`config.mk`:
```
export PLATFORM = sky130hd
export DESIGN_NAME = iter_cla_seq
export DESIGN_NICKNAME = d
export VERILOG_FILES = /design/src/rtl/iter_cla_seq_pkg.sv /design/src/rtl/iter_cla_seq_cla4_slice.sv /design/src/rtl/iter_cla_seq.sv
export SDC_FILE = /design/constraint.sdc
export NUM_CORES = 1
export LEC_CHECK = 0
export CAP_MARGIN = 20
export CORE_AREA = 2 2 103 115
export DETAILED_ROUTE_END_ITERATION = 12
export DIE_AREA = 0 0 105 117
export PLACE_DENSITY = 0.71
export SYNTH_ARGS = -nofsm -noshare
export SYNTH_HDL_FRONTEND = slang
export SYNTH_SLANG_ARGS = --single-unit
```
`constraint.sdc`:
```
create_clock -name clk -period 6 [get_ports clk]
set_input_delay 1.2 -clock clk [delete_from_list [all_inputs] [get_ports clk]]
set_output_delay 1.2 -clock clk [all_outputs]
set_load 0.005 [all_outputs]
```
`src/rtl/iter_cla_seq_pkg.sv`:
```
// Shared definitions for the iterative carry-lookahead adder.
// Holds the slice width, the controller state encoding and the
// index-width helper used to size the slice counter.
package iter_cla_seq_pkg;

  // Width of the single reused carry-lookahead slice.
  localparam int unsigned SLICE_W = 4;

  // Controller states: waiting for operands, stepping slices, holding result.
  typedef enum logic [1:0] {
    IDLE = 2'd0,
    RUN  = 2'd1,
    DONE = 2'd2
  } state_e;

  // Ceiling log2 with a floor of 1 so the slice index is never zero-width.
  function automatic int unsigned clog2(input int unsigned value);
    int unsigned r;
    r = 0;
    for (int unsigned i = 0; i < 31; i++) begin
      if ((32'd1 << i) < value) r = i + 1;
    end
    if (r == 0) r = 1;
    return r;
  endfunction

endpackage

```
`src/rtl/iter_cla_seq_cla4_slice.sv`:
```
// 4-bit carry-lookahead slice reused each cycle by iter_cla_seq.
// Carries are formed directly from per-bit generate/propagate terms
// rather than rippled; the carry into bit 3 is exported so the parent
// can derive two's-complement overflow on the most significant slice.
module cla4_slice (
  input  logic [3:0] a4,
  input  logic [3:0] b4,
  input  logic       cin,
  output logic [3:0] s4,
  output logic       cout,
  output logic       c3
);

  logic [3:0] p;
  logic [3:0] g;
  logic [3:0] c;

  // Per-bit propagate/generate and fully expanded lookahead carries.
  always_comb begin
    p    = a4 ^ b4;
    g    = a4 & b4;
    c[0] = cin;
    c[1] = g[0] | (p[0] & cin);
    c[2] = g[1] | (p[1] & g[0]) | (p[1] & p[0] & cin);
    c[3] = g[2] | (p[2] & g[1]) | (p[2] & p[1] & g[0])
         | (p[2] & p[1] & p[0] & cin);
    cout = g[3] | (p[3] & g[2]) | (p[3] & p[2] & g[1])
         | (p[3] & p[2] & p[1] & g[0])
         | (p[3] & p[2] & p[1] & p[0] & cin);
    s4   = p ^ c;
    c3   = c[3];
  end

endmodule

```
`src/rtl/iter_cla_seq.sv`:
```
// Iterative WIDTH-bit adder: one 4-bit carry-lookahead slice is stepped
// over WIDTH/4 cycles, least significant nibble first, behind a
// valid/ready handshake on both sides.
// Optional feature: define ITER_CLA_SUB_EN to make op = 1 compute a - b
// (b inverted at load, initial carry 1); otherwise op is ignored.
module iter_cla_seq
  import iter_cla_seq_pkg::*;
#(
  parameter int unsigned WIDTH = 32
) (
  input  logic             clk,
  input  logic             rst_n,
  input  logic             in_valid,
  output logic             in_ready,
  input  logic [WIDTH-1:0] a,
  input  logic [WIDTH-1:0] b,
  input  logic             op,
  output logic             out_valid,
  input  logic             out_ready,
  output logic [WIDTH-1:0] sum,
  output logic             c_out,
  output logic             ovf
);

  localparam int unsigned N     = WIDTH / SLICE_W;
  localparam int unsigned IDX_W = clog2(N);
  localparam logic [IDX_W-1:0] LAST_IDX = IDX_W'(N - 1);

  state_e             state_q;
  logic [WIDTH-1:0]   a_q;
  logic [WIDTH-1:0]   b_q;
  logic               carry_q;
  logic [IDX_W-1:0]   idx_q;
  logic [WIDTH-1:0]   sum_q;
  logic [WIDTH-1:0]   sum_d;
  logic               c_out_q;
  logic               ovf_q;
  logic               in_ready_q;
  logic               out_valid_q;

  logic [WIDTH-1:0]   b_load;
  logic               cin_load;
  logic [SLICE_W-1:0] a_nib;
  logic [SLICE_W-1:0] b_nib;
  logic [SLICE_W-1:0] s_nib;
  logic               slice_cout;
  logic               slice_c3;

`ifdef ITER_CLA_SUB_EN
  // Subtract is folded into the load: a + ~b + 1.
  always_comb begin
    b_load   = b;
    cin_load = 1'b0;
    if (op) begin
      b_load   = ~b;
      cin_load = 1'b1;
    end
  end
`else
  logic unused_op;
  assign unused_op = op;

  // Add-only build: operand B passes through, initial carry is zero.
  always_comb begin
    b_load   = b;
    cin_load = 1'b0;
  end
`endif

  // Select the operand nibbles addressed by the slice index.
  always_comb begin
    a_nib = '0;
    b_nib = '0;
    for (int unsigned k = 0; k < N; k++) begin
      if (idx_q == IDX_W'(k)) begin
        a_nib = a_q[k*SLICE_W +: SLICE_W];
        b_nib = b_q[k*SLICE_W +: SLICE_W];
      end
    end
  end

  cla4_slice u_slice (
    .a4   (a_nib),
    .b4   (b_nib),
    .cin  (carry_q),
    .s4   (s_nib),
    .cout (slice_cout),
    .c3   (slice_c3)
  );

  // Merge the current slice sum into its nibble of the result.
  always_comb begin
    sum_d = sum_q;
    for (int unsigned k = 0; k < N; k++) begin
      if (idx_q == IDX_W'(k)) begin
        sum_d[k*SLICE_W +: SLICE_W] = s_nib;
      end
    end
  end

  // Controller and datapath registers; all outputs come straight from flops.
  always_ff @(posedge clk or negedge rst_n) begin
    if (!rst_n) begin
      state_q     <= IDLE;
      a_q         <= '0;
      b_q         <= '0;
      carry_q     <= 1'b0;
      idx_q       <= '0;
      sum_q       <= '0;
      c_out_q     <= 1'b0;
      ovf_q       <= 1'b0;
      in_ready_q  <= 1'b1;
      out_valid_q <= 1'b0;
    end else begin
      case (state_q)
        IDLE: begin
          if (in_valid) begin
            a_q        <= a;
            b_q        <= b_load;
            carry_q    <= cin_load;
            idx_q      <= '0;
            sum_q      <= '0;
            c_out_q    <= 1'b0;
            ovf_q      <= 1'b0;
            in_ready_q <= 1'b0;
            state_q    <= RUN;
          end
        end
        RUN: begin
          sum_q   <= sum_d;
          carry_q <= slice_cout;
          idx_q   <= idx_q + 1'b1;
          if (idx_q == LAST_IDX) begin
            // Carry into bit 3 of the top slice is the carry into the MSB.
            c_out_q     <= slice_cout;
            ovf_q       <= slice_c3 ^ slice_cout;
            out_valid_q <= 1'b1;
            state_q     <= DONE;
          end
        end
        DONE: begin
          if (out_ready) begin
            out_valid_q <= 1'b0;
            in_ready_q  <= 1'b1;
            state_q     <= IDLE;
          end
        end
        default: begin
          out_valid_q <= 1'b0;
          in_ready_q  <= 1'b1;
          state_q     <= IDLE;
        end
      endcase
    end
  end

  assign in_ready  = in_ready_q;
  assign out_valid = out_valid_q;
  assign sum       = sum_q;
  assign c_out     = c_out_q;
  assign ovf       = ovf_q;

endmodule

```
Word level (Yosys, flattened, before mapping)
Index checks and enable logic that the tools add are counted.
Word-level totals
  register bits after elaboration: 106
  input port bits: 69
  output and inout port bits: 36
  word-level logic and storage cells: 128
Operators by class
  add/sub/neg operators: 1
  equal/unequal tests: 19
  muxes and demuxes: 43
  bitwise gates (word level): 32
  reduce and logical (&&, ||, !) cells: 16
Operator list (count)
  $mux W4: 24
  $pmux W32 S2: 1
  $reduce_and A3 Y1: 11
  $mux W32: 1
  $ne A2 B2 Y1 const B: 10
  $and A1 B1 Y1: 16
  $eq A3 B3 Y1 const B: 4
  $or A1 B1 Y1: 10
  $xor A4 B4 Y4: 2
  $eq A3 B2 Y1 const B: 2
  $mux W1: 6
  $mux W2: 3
  $pmux W1 S2: 3
  $pmux W1 S3: 2
  $pmux W2 S3: 1
  $pmux W3 S2: 1
  $and A4 B4 Y4: 1
  $reduce_and A2 Y1: 2
  $add A3 B1 Y3 const B: 1
  $eq A3 B1 Y1 const B: 1
  $logic_not A3 Y1: 1
  $mux W3: 1
  $eq A2 B1 Y1 const B: 1
  $eq A2 B2 Y1 const B: 1
  other kinds (4): 5

Depth between registers and ports, before layout
Gate-level depths: netlist (run 1).
  word-level depth: 18
  gate-level depth with buffers: 15
  depth with buffers taken out: 11

Cells and area by module
A second synthesis (run 1) with hierarchy kept.
Unflattened totals
  cell total of the unflattened synthesis: 541
  area, all modules: 5019.8 sq um
By module, submodules not included
  iter_cla_seq: instances 1, cells an instance 523, area each 4864.7 sq um, seq. area each 2653.8 sq um
  cla4_slice: instances 1, cells an instance 18, area each 155.1 sq um, seq. area each 0.0 sq um

Worst setup path after synthesis (run 1)
No wires, ideal clock.
  path type: register -> register
  start point: reg idx_q[2]
  end point: reg sum_q[15] (netlist: sum[15])
  arrival: 3162 ps
  required time: 5878 ps
  setup slack: 2717 ps
  cell stages (with the launch flop): 15
  buffers on the path: 4
  path through: dfrtp_1 -> buf_2 -> buf_2 -> inv_1 -> ha_1 -> buf_4 -> clkbuf_1 -> o31ai_1 -> nand3_1 -> a32oi_1 -> ha_1 -> a211o_1 -> a21o_1 -> xor2_1 -> a32o_1
On the way
  cells in the longest elaborated chain, start to end: 17
Ends and longest elaborated chain
  start, declared: RTL line iter_cla_seq.sv:33  | logic [IDX_W-1:0] idx_q;
  start signal, assigned: RTL line iter_cla_seq.sv:132  | idx_q <= idx_q + 1'b1;
  $logic_not A3 Y1: RTL line iter_cla_seq.sv:75  | if (idx_q == IDX_W'(k)) begin
  $mux W4 (8 in a row): RTL line iter_cla_seq.sv:75
  $xor A4 B4 Y4 or $and A4 B4 Y4 (tied branches): RTL line iter_cla_seq_cla4_slice.sv:20, iter_cla_seq_cla4_slice.sv:21
  $and A1 B1 Y1, on equally long branches: RTL line iter_cla_seq_cla4_slice.sv:25, iter_cla_seq_cla4_slice.sv:26
  $or A1 B1 Y1 (tied with other cells): RTL line iter_cla_seq_cla4_slice.sv:25  | c[3] = g[2] | (p[2] & g[1]) | (p[2] & p[1] & g[0])
  $or A1 B1 Y1 or $and A1 B1 Y1 (tied branches): RTL line iter_cla_seq_cla4_slice.sv:25, iter_cla_seq_cla4_slice.sv:26
  $or A1 B1 Y1: RTL line iter_cla_seq_cla4_slice.sv:26  | | (p[2] & p[1] & p[0] & cin);
  $xor A4 B4 Y4: RTL line iter_cla_seq_cla4_slice.sv:30  | s4 = p ^ c;
  $mux W4: RTL line iter_cla_seq.sv:95  | if (idx_q == IDX_W'(k)) begin
  $pmux W32 S2: RTL line iter_cla_seq.sv:115  | case (state_q)
  end signal, assigned: RTL line iter_cla_seq.sv:130  | sum_q <= sum_d;
  end, declared: RTL line iter_cla_seq.sv:34  | logic [WIDTH-1:0] sum_q;
Parallel ways exist; a longest one is shown, timed or not. The select of a mux whose other input is x is not followed.
A chain may end at the register's enable or synchronous reset.

Worst setup path after layout (run 1)
  start point: reg idx_q[2]
  end point: reg sum_q[30] (netlist: sum[30])
On the way
  cells in the longest elaborated chain, start to end: 16
Ends and longest elaborated chain
  $logic_not A3 Y1: RTL line iter_cla_seq.sv:75
  $mux W4 (8 in a row): RTL line iter_cla_seq.sv:75
  $xor A4 B4 Y4 or $and A4 B4 Y4 (tied branches): RTL line iter_cla_seq_cla4_slice.sv:20, iter_cla_seq_cla4_slice.sv:21
  $and A1 B1 Y1: RTL line iter_cla_seq_cla4_slice.sv:24  | c[2] = g[1] | (p[1] & g[0]) | (p[1] & p[0] & cin);
  $or A1 B1 Y1 or $and A1 B1 Y1 (tied branches): RTL line iter_cla_seq_cla4_slice.sv:24
  $or A1 B1 Y1: RTL line iter_cla_seq_cla4_slice.sv:24
  $xor A4 B4 Y4: RTL line iter_cla_seq_cla4_slice.sv:30
  $mux W4: RTL line iter_cla_seq.sv:95
  $pmux W32 S2: RTL line iter_cla_seq.sv:115
Parallel ways exist; a longest one is shown, timed or not. The select of a mux whose other input is x is not followed.

==> results of run 1 <==
## worst register-to-register path: stages, from the launching register on
cell	delay, ns
dfrtp_1	0.87
inv_1	0.18
ha_1	0.49
nor2_1	0.51
a2bb2oi_1	0.21
a22oi_1	0.10
o31ai_1	0.38
ha_1	0.34
o21a_1	0.22
a211oi_2	0.60
mux2_2	0.28
## synth_stat cells (8+ instances only)
cell type,count
nor2_1,14
dfrtp_1,105
clkbuf_1,10
inv_1,10
nand3_1,8
nand2_1,222
o21ai_0,29
buf_2,13
nor2b_1,13
ha_1,10
o31ai_1,13
a32oi_1,8
a21oi_1,17
mux2_2,16
## layer usage
layer / wire length (um) / part of all wire [%] / global-route usage (%)
met5: 0 / 0 / 0
met2: 5780 / 49 / 35.0
met1: 5270 / 45 / 25.9
met4: 197 / 1.7 / 8.27
met3: 499 / 4.2 / 2.71
## final cells by class
class,instances,area (sq um)
clock buffers,10,229
clock inverters,6,50.0
fillers,1053,4760
inverters,10,37.5
multi-input cells,404,2190
flip-flops and latches,106,2650
well taps,150,188
repair buffers,107,1080
## cell families (layout without fill, tap and decap cells)
kind of cell / after synthesis / after routing / synth area share (%)
compound gates: 103 / 103 / 13.9
xor+xnor: 3 / 3 / 0.669
fa+ha+maj: 11 / 11 / 2.87
buf+inv: 42 / 133 / 4.26
flops: 106 / 106 / 52.5
mux: 17 / 17 / 3.76
simple gates: 270 / 270 / 22.0
## state kept, by name (all words and copies together), names as in the netlist
| name | flops |
|---|---|
| a_q | 32 |
| b_q | 32 |
| sum | 32 |
| idx_q | 3 |
| state_q | 2 |
| c_out | 1 |
| carry_q | 1 |
| in_ready | 1 |
| out_valid | 1 |
| ovf | 1 |
## power breakdown
group	switching (W)	total, W	internal, W
registers	0.000213	0.00126	0.00105
clock network	0.000266	0.000553	0.000287
logic	0.00108	0.00195	0.000872
total	0.00156	0.00377	0.00221
## through the flow
| stage | area (sq um) | worst slack, ns | hold slack [ns] |
|---|---|---|---|
| detailed placement | 6120 | 1.75 | 0.464 |
| finish | 6420 | 1.75 | 0.480 |
| global route | 6420 | 1.41 | 0.498 |
| CTS | 6400 | 1.71 | 0.481 |
| global placement | 6120 | 1.91 | 0.460 |
| floorplan | 5050 | 2.72 | 0.446 |
## final timing paths
check | from | cells after the start | slack, ns | to
worst max-delay path | idx_q[2] | 10 | 1.75 | sum[30]
worst min-delay path | a_q[1] | 2 | 0.48 | a_q[1]
worst max register to register | idx_q[2] | 10 | 1.75 | sum[30]
worst min register to register | a_q[1] | 2 | 0.48 | a_q[1]
max in group asynchronous | rst_n | 2 | 4.03 | c_out
min in group asynchronous | rst_n | 1 | 0.88 | b_q[25]
==> key figures, run 1 <==
Outcome
  – Status: complete, no violations

Setup path
  – Crit path DAT: approximately 4.5 ns
  – Crit path buffers/inverters: 1
  – Crit-path leading delay family: compound AO/OA/AOI/OAI gates
  – CP max FO: 27
  – CP Launch Type: flop
  – Crit-path most repeated cell: ha_1
  – Critical Path RT: about 6.3 ns
  – CP max stage delay: 0.87 ns
  – Critical path class: flop to flop
  – CP cell instances: inv_1 -> ha_1 -> nor2_1 -> a2bb2oi_1 -> a22oi_1 -> o31ai_1 -> ha_1 -> o21a_1 -> a211oi_2 -> mux2_2
  – Crit end category: flop
  – CP max-delay cell: dfrtp_1

Layout
  – Final Net Count: 718
  – Area growth, synth to finish: 27.1%
  – Most frequent cells in the layout: 222 x nand2_1, 105 x dfrtp_1, 102 x clkdlybuf4s50_1
  – Most common cell after layout, fill and taps aside: nand2_1
  – Core Util, Final: 57.4%
  – Non-filler cells, final: ~790
  – Share of layout cells above drive strength 1: 7.47%
  – # diodes: 0

Global routing
  – GRT Util Overall: 20.2%
  – GRT overflow: 0
  – Largest net degree at the start of global routing: 65
  – Global-route wire length before repair: 19500 um
  – Initial antenna violation count: 0
  – Vias in the first global route: approximately 4k

Power
  – Maximum vdd drop: 0.363 mV
  – Pwr/cell area: 587 nW/um^2
  – Final Total Pwr: 0.00377 W
  – LEAKAGE: 2.97 nW

Timing
  – Fin crit period: 4.25 ns
  – RSZ-0062 raised after global routing: false
  – Max Slew Vio Count: 0
  – Fin. Hold Viols: 0
  – Final Cycle Share: 70.8%
  – Setup Skew: 0.00757 ns
  – Slew headroom: 40.1%
  – TNS Setup: 0 ns
  – Worst-Margin Slew: 0.898 ns
  – Final setup vio count: 0
  – Fmax: ~240 MHz

Logic synthesis
  – Top cells by area, synth: dfrtp_1 52%, nand2_1 16%, mux2_2 3.6%
  – Yosys warning total: 0
  – Synth area leader: dfrtp_1
  – Netlist cell types: 48
  – FF+latch count, synth: around 110
  – Number of flops mapped to enable cells by yosys: 0
  – Top_reg_cell synth: dfrtp_1
  – Syn Inst Count: 552
  – Sequential fraction of the synthesis area: 52.5%
  – Yosys top cell area share: 52.0%
  – Syn Std Cell Area: 5050 sq um
  – Synth async-reset ratio: 100%
  – Avg Cell Area, Syn: 9.15 sq um
  – Mapped Nets: 632

Clocking
  – Setup Buffers After CTS: 0
  – CTS buffer count: 9
  – TritonCTS Sinks: between 100 and 150
  – Clock-pin transition on the worst setup and hold timing paths: roughly 0.07 ns
  – PostCTS Resize Cnt: 0
  – Post-CTS Hold Buffers: 0
  – Clk buf depth: 2
  – Root Buffer Master: clkbuf_16
  – H-tree levels: 3
  – CTS tree: done
  – Clk_lat worst skew: 0.35 ns

Drt
  – First DRT Iteration DRCs: 220
  – DRC Markers: 0
  – Vias per cell: 5.22
  – Number of nets with antenna violations after routing: 0
  – Drt pass-1 iters: 5
  – Via Count: 4136
  – Drt wl/cell: about 15 um
  – Routed wire length: 11800 um

Floorplanning
  – Ports: about 110
  – Core Region: 11200 sq um
  – Chip Width: 105 um
  – Die ar.: around 12000 sq um
  – Die height: approximately 120 um
  – Std-Cell Rows: 41
  – Initial core utilization: 45.2%

Place
  – Detail Placement HPWL: 8530 um
  – RePlAce Congestion: 0.835
  – Port Buffer Count: 103
  – Dpl cells: 776

Hold path
  – Hold WC Path Type: flop to flop

Flow run
  – Max-cap violations: 0
No activity file was read; power rests on OpenSTA's default activity.
==> run 2: changes to the inputs <==
--- a/config.mk
+++ b/config.mk
@@ -9,7 +9,7 @@
 export CORE_AREA = 2 2 103 115
 export DETAILED_ROUTE_END_ITERATION = 12
 export DIE_AREA = 0 0 105 117
-export PLACE_DENSITY = 0.71
+export PLACE_DENSITY = 0.74
 export SYNTH_ARGS = -nofsm -noshare
 export SYNTH_HDL_FRONTEND = slang
 export SYNTH_SLANG_ARGS = --single-unit
==> constraint.sdc (replaced) <==
create_clock -name clk -period 3.65 [get_ports clk]
set_input_delay 0.73 -clock clk [delete_from_list [all_inputs] [get_ports clk]]
set_output_delay 0.73 -clock clk [all_outputs]
set_load 0.005 [all_outputs]
==> key figures, run 2 (synthesis results as in run 1) <==
Place
  – Placed Area: ~6200 sq um
  – RePlAce Congestion: 0.857
  – Detail Placement HPWL: 8630 um
  – Dpl ws: 0.0894 ns
  – Port Buffer Count: about 100

Timing
  – TNS Setup: 0 ns
  – Max Slew Vio Count: 0
  – Slew headroom: 56.3%
  – Fmax: 295 MHz
  – Setup Skew: roughly 0.0065 ns
  – Final setup vio count: 0
  – Final Cycle Share: 92.8%
  – Fin crit period: 3.39 ns
  – Worst-Margin Slew: 0.655 ns
  – PnR worst setup slack: 0.264 ns
  – RSZ-0062 raised after global routing: false
  – Fin. Hold Viols: 0

Clocking
  – Root Buffer Master: clkbuf_16
  – CTS tree: done
  – H-tree levels: 3
  – TritonCTS Sinks: 106
  – Clk_lat worst skew: ~0.35 ns
  – Clk buf depth: 2
  – Clock-pin transition on the worst setup and hold timing paths: 0.07 ns
  – CTS buffer count: 9

Setup path
  – Critical Path RT: 3.89 ns
  – CP max stage delay: ~0.42 ns
  – Crit path buffers/inverters: 1
  – CP max-delay cell: dfrtp_1
  – Reg2reg start: idx_q[0]
  – Crit path from: idx_q[0]
  – Critical path class: flop to flop
  – CP cell instances: ha_1 -> ha_1 -> buf_4 -> nand3b_1 -> a21oi_1 -> o21ai_0 -> o21ai_0 -> ha_1 -> a211o_1 -> a21o_1 -> xor2_1 -> a32o_1
  – CP Launch Type: flop
  – Crit-path leading delay family: compound AO/OA/AOI/OAI gates
  – Crit end category: flop
  – CP max FO: 14
  – Crit path DAT: about 3.6 ns
  – Crit-path most repeated cell: ha_1

Layout
  – Area growth, synth to finish: 28.9%
  – Multi-input logic area: about 2200 sq um
  – Most common cell after layout, fill and taps aside: nand2_1
  – Final Net Count: between 700 and 800
  – Most frequent cells in the layout: 222 x nand2_1, 105 x dfrtp_1, 102 x clkdlybuf4s50_1
  – Design Area, Final: 6510 sq um
  – Fillers: 1030
  – # diodes: 0
  – Sequential standard cell area: 2650 sq um
  – Core Util, Final: 58.2%
  – Share of layout cells above drive strength 1: 9.17%

Floorplanning
  – Std-Cell Rows: 41
  – Die height: approximately 120 um
  – Die ar.: 12300 sq um
  – Initial core utilization: 45.2%
  – Core Region: 11200 sq um
  – Ports: 105
  – Chip Width: ~110 um

Drt
  – DRC Markers: 0
  – Via Count: ~4.2k
  – First DRT Iteration DRCs: between 200 and 250
  – Routed wire length: 12100 um
  – Drt wl/cell: 15.1 um
  – Vias per cell: 5.16
  – Drt pass-1 iters: 4
  – Number of nets with antenna violations after routing: 0

Power
  – Maximum vdd drop: 0.604 mV
  – LEAKAGE: ~3.0 nW
  – Pwr/cell area: between 900 and 1000 nW/um^2

Flow run
  – Max-cap violations: 0

Global routing
  – Vias in the first global route: 4165
  – GRT overflow: 0
  – Largest net degree at the start of global routing: 90
  – Global-route wire length before repair: 20000 um
  – Initial antenna violation count: 0
  – GRT Util Overall: 20.7%

Hold path
  – Hold WC Path Type: input port to async pin

Outcome
  – Status: complete, no violations
[run 2: final cells by class]
type                            instances  area share (%)
Clock buffer                           10            3.52
Clock inverter                          6           0.788
Inverter                               10           0.576
Multi-Input combinational cell        404            33.8
Sequential cell                       106            40.7
Tap cell                              150            2.88
Timing Repair Buffer                  118            17.7
[run 2: per-layer routing]
layer / GRT usage [%] / routed length, um
met2: 36.4 / 6010
met5: 0 / 0
met4: 8.44 / 228
met1: 26.1 / 5380
met3: 2.93 / 512
[run 2: repair_timing]
item / CTS / global route
setup buffers: 0 / 0
endpoints found under the hold margin: 0 / 0
setup endpoints to repair: 0 / 23
gates resized for setup: 0 / 2
hold buffers: 0 / 0
[run 2: path summary, 6_finish.rpt]
| path | end | slack [ns] | depth (start not counted) |
|---|---|---|---|
| setup / recovery | sum[15] | 0.26 | 12 |
| hold / removal | b_q[24] | 0.35 | 1 |
| setup reg to reg | sum[15] | 0.26 | 12 |
| hold reg to reg | a_q[6] | 0.48 | 2 |
| max in group asynchronous | sum[7] | 2.63 | 2 |
| min in group clk | a_q[6] | 0.48 | 2 |
[run 2: worst reg2reg max path: stages (launching register included)]
cell      delay, ns
dfrtp_1        0.42
ha_1           0.23
ha_1           0.29
buf_4          0.25
nand3b_1       0.10
a21oi_1        0.14
o21ai_0        0.08
o21ai_0        0.40
ha_1           0.33
a211o_1        0.31
a21o_1         0.25
xor2_1         0.19
a32o_1         0.28
[run 2: report_power, final]
| part | internal [W] | switching [W] |
|---|---|---|
| clock | 0.000471 | 0.000451 |
| combinational | 0.00149 | 0.00184 |
| sequential | 0.00173 | 0.000320 |
| total | 0.00369 | 0.00261 |
[run 2: metrics by stage]
| step | std cells | total power (W) | hold WS (ns) |
|---|---|---|---|
| after floorplan | 552 | 0.00424 | 0.434 |
| after global placement | 787 | 0.00518 | 0.461 |
| after detailed placement | 787 | 0.00536 | 0.463 |
| after CTS | 803 | 0.00630 | 0.481 |
| after global routing | 804 | 0.00682 | 0.415 |
| final | 804 | 0.00630 | 0.355 |
==> run 3: changes to the inputs <==
--- a/config.mk
+++ b/config.mk
@@ -6,9 +6,9 @@
 export NUM_CORES = 1
 export LEC_CHECK = 0
 export CAP_MARGIN = 20
-export CORE_AREA = 2 2 103 115
+export CORE_AREA = 8 8 109 121
 export DETAILED_ROUTE_END_ITERATION = 12
-export DIE_AREA = 0 0 105 117
+export DIE_AREA = 0 0 117 129
 export PLACE_DENSITY = 0.74
 export SYNTH_ARGS = -nofsm -noshare
 export SYNTH_HDL_FRONTEND = slang
==> key figures, run 3 (synthesis results as in run 1) <==
Layout
  – Core Util, Final: 58.2%
  – Non-filler cells, final: approximately 800
  – Most frequent cells in the layout: 222 x nand2_1, 105 x dfrtp_1, 102 x clkdlybuf4s50_1
  – Final Net Count: 727
  – Share of layout cells above drive strength 1: under 10%
  – Area growth, synth to finish: 28.7%
  – Most common cell after layout, fill and taps aside: nand2_1
  – # diodes: 0

Flow run
  – Max-cap violations: 0

Global routing
  – GRT overflow: 0
  – Largest net degree at the start of global routing: 64
  – Initial antenna violation count: 0
  – Vias in the first global route: 4264
  – GRT Util Overall: around 17%
  – Global-route wire length before repair: 20600 um

Floorplanning
  – Core Region: 11200 sq um
  – Std-Cell Rows: a little over 40
  – Chip Width: between 100 and 150 um
  – Die height: 129 um
  – Die ar.: 15100 sq um
  – Ports: 105
  – Initial core utilization: 45.2%

Clocking
  – Clk buf depth: 2
  – Post-CTS Hold Buffers: 0
  – TritonCTS Sinks: 106
  – Clock-pin transition on the worst setup and hold timing paths: 0.07 ns
  – PostCTS Resize Cnt: 0
  – Clk_lat worst skew: around 0.34 ns
  – Root Buffer Master: clkbuf_16
  – CTS tree: done
  – Setup Buffers After CTS: 0
  – H-tree levels: 3
  – CTS buffer count: 9

Outcome
  – Status: complete, no violations

Timing
  – Fin. Hold Viols: 0
  – TNS Setup: 0 ns
  – Setup Skew: 0.00718 ns
  – Final Cycle Share: 94.1%
  – Final setup vio count: 0
  – Fmax: between 200 and 300 MHz
  – WHS: 0.417 ns
  – Fin crit period: 3.44 ns
  – RSZ-0062 raised after global routing: false
  – Slew headroom: 54.8%
  – Max Slew Vio Count: 0
  – Worst-Margin Slew: 0.678 ns

Power
  – Pwr/cell area: approximately 970 nW/um^2
  – Maximum vdd drop: 0.537 mV
  – LEAKAGE: ~3.0 nW

Setup path
  – Crit end category: flop
  – Reg2reg start: idx_q[0]
  – R2R depth: 11
  – Crit path from: idx_q[0]
  – Critical Path RT: slightly below 4 ns
  – CP Launch Type: flop
  – CP max FO: 7
  – Critical path class: flop to flop
  – Crit path DAT: 3.66 ns

Hold path
  – Hold WC Path Type: input port to async pin

Drt
  – Routed wire length: 12400 um
  – Drt wl/cell: 15.4 um
  – DRC Markers: 0
  – Vias per cell: 5.17
  – Number of nets with antenna violations after routing: 0
  – First DRT Iteration DRCs: 217
  – Drt pass-1 iters: 5
  – Via Count: 4146

Place
  – RePlAce Congestion: 0.844
  – Detail Placement HPWL: 9410 um
  – Port Buffer Count: ~100
  – Dpl cells: between 700 and 800
[run 3: cell types whose count changed in the layout (fill, tap and decap cells not counted)]
cell | before | now
clkinv_2 | 0 | 1
inv_6 | 1 | 3
clkinvlp_4 | 3 | 1
buf_4 | 15 | 13
clkbuf_1 | 1 | 0
clkbuf_8 | 0 | 1
inv_8 | 1 | 0
[run 3: critical path, cell delays in order, from the launching register on]
cell,delay (ns)
dfrtp_1,0.42
ha_1,0.24
ha_1,0.27
nor2_1,0.43
a2bb2oi_1,0.19
a22oi_1,0.10
o31ai_1,0.37
ha_1,0.34
o21a_1,0.24
a21o_1,0.27
xor2_1,0.18
a32o_1,0.27
[run 3: through the flow]
| stage | area (sq um) | total power, W | setup slack, ns |
|---|---|---|---|
| 6_report | 6500 | 0.00628 | 0.214 |
| 5_1_grt | 6500 | 0.00678 | 0.0247 |
| 4_1_cts | 6490 | 0.00627 | 0.131 |
| 3_5_place_dp | 6210 | 0.00534 | 0.164 |
| 3_3_place_gp | 6210 | 0.00519 | 0.293 |
| 2_1_floorplan | 5050 | 0.00424 | 0.367 |
[run 3: path summary, 6_finish.rpt]
kind	slack [ns]	to
worst max-delay path	0.21	sum[15]
worst min-delay path	0.42	b_q[30]
worst max register to register	0.21	sum[15]
worst min register to register	0.48	b_q[2]
max in group asynchronous	2.48	in_ready
min in group clk	0.48	b_q[2]
[run 3: report_power, final]
group          switching, W  total, W  internal [W]
clock network      0.000440  0.000929      0.000489
logic               0.00182   0.00330       0.00148
registers          0.000321   0.00205       0.00173
[run 3: final cells by class]
cell class | instances | area, sq um
repair buffers | 116 | 1140
well taps | 150 | 188
multi-input cells | 404 | 2200
clock inverters | 6 | 47.5
clock buffers | 10 | 239
inverters | 10 | 37.5
flip-flops and latches | 106 | 2650
fillers | 1017 | 4680
[run 3: metal layers]
metal	vias up	global-route usage, %	share of wire, %	routed length, um
li1	2029	-	-	-
met1	1992	22.2	44	5480
met2	115	29.0	49	6090
met3	10	2.58	5.4	665
met4	0	4.90	1.1	136
met5	-	0	0	0
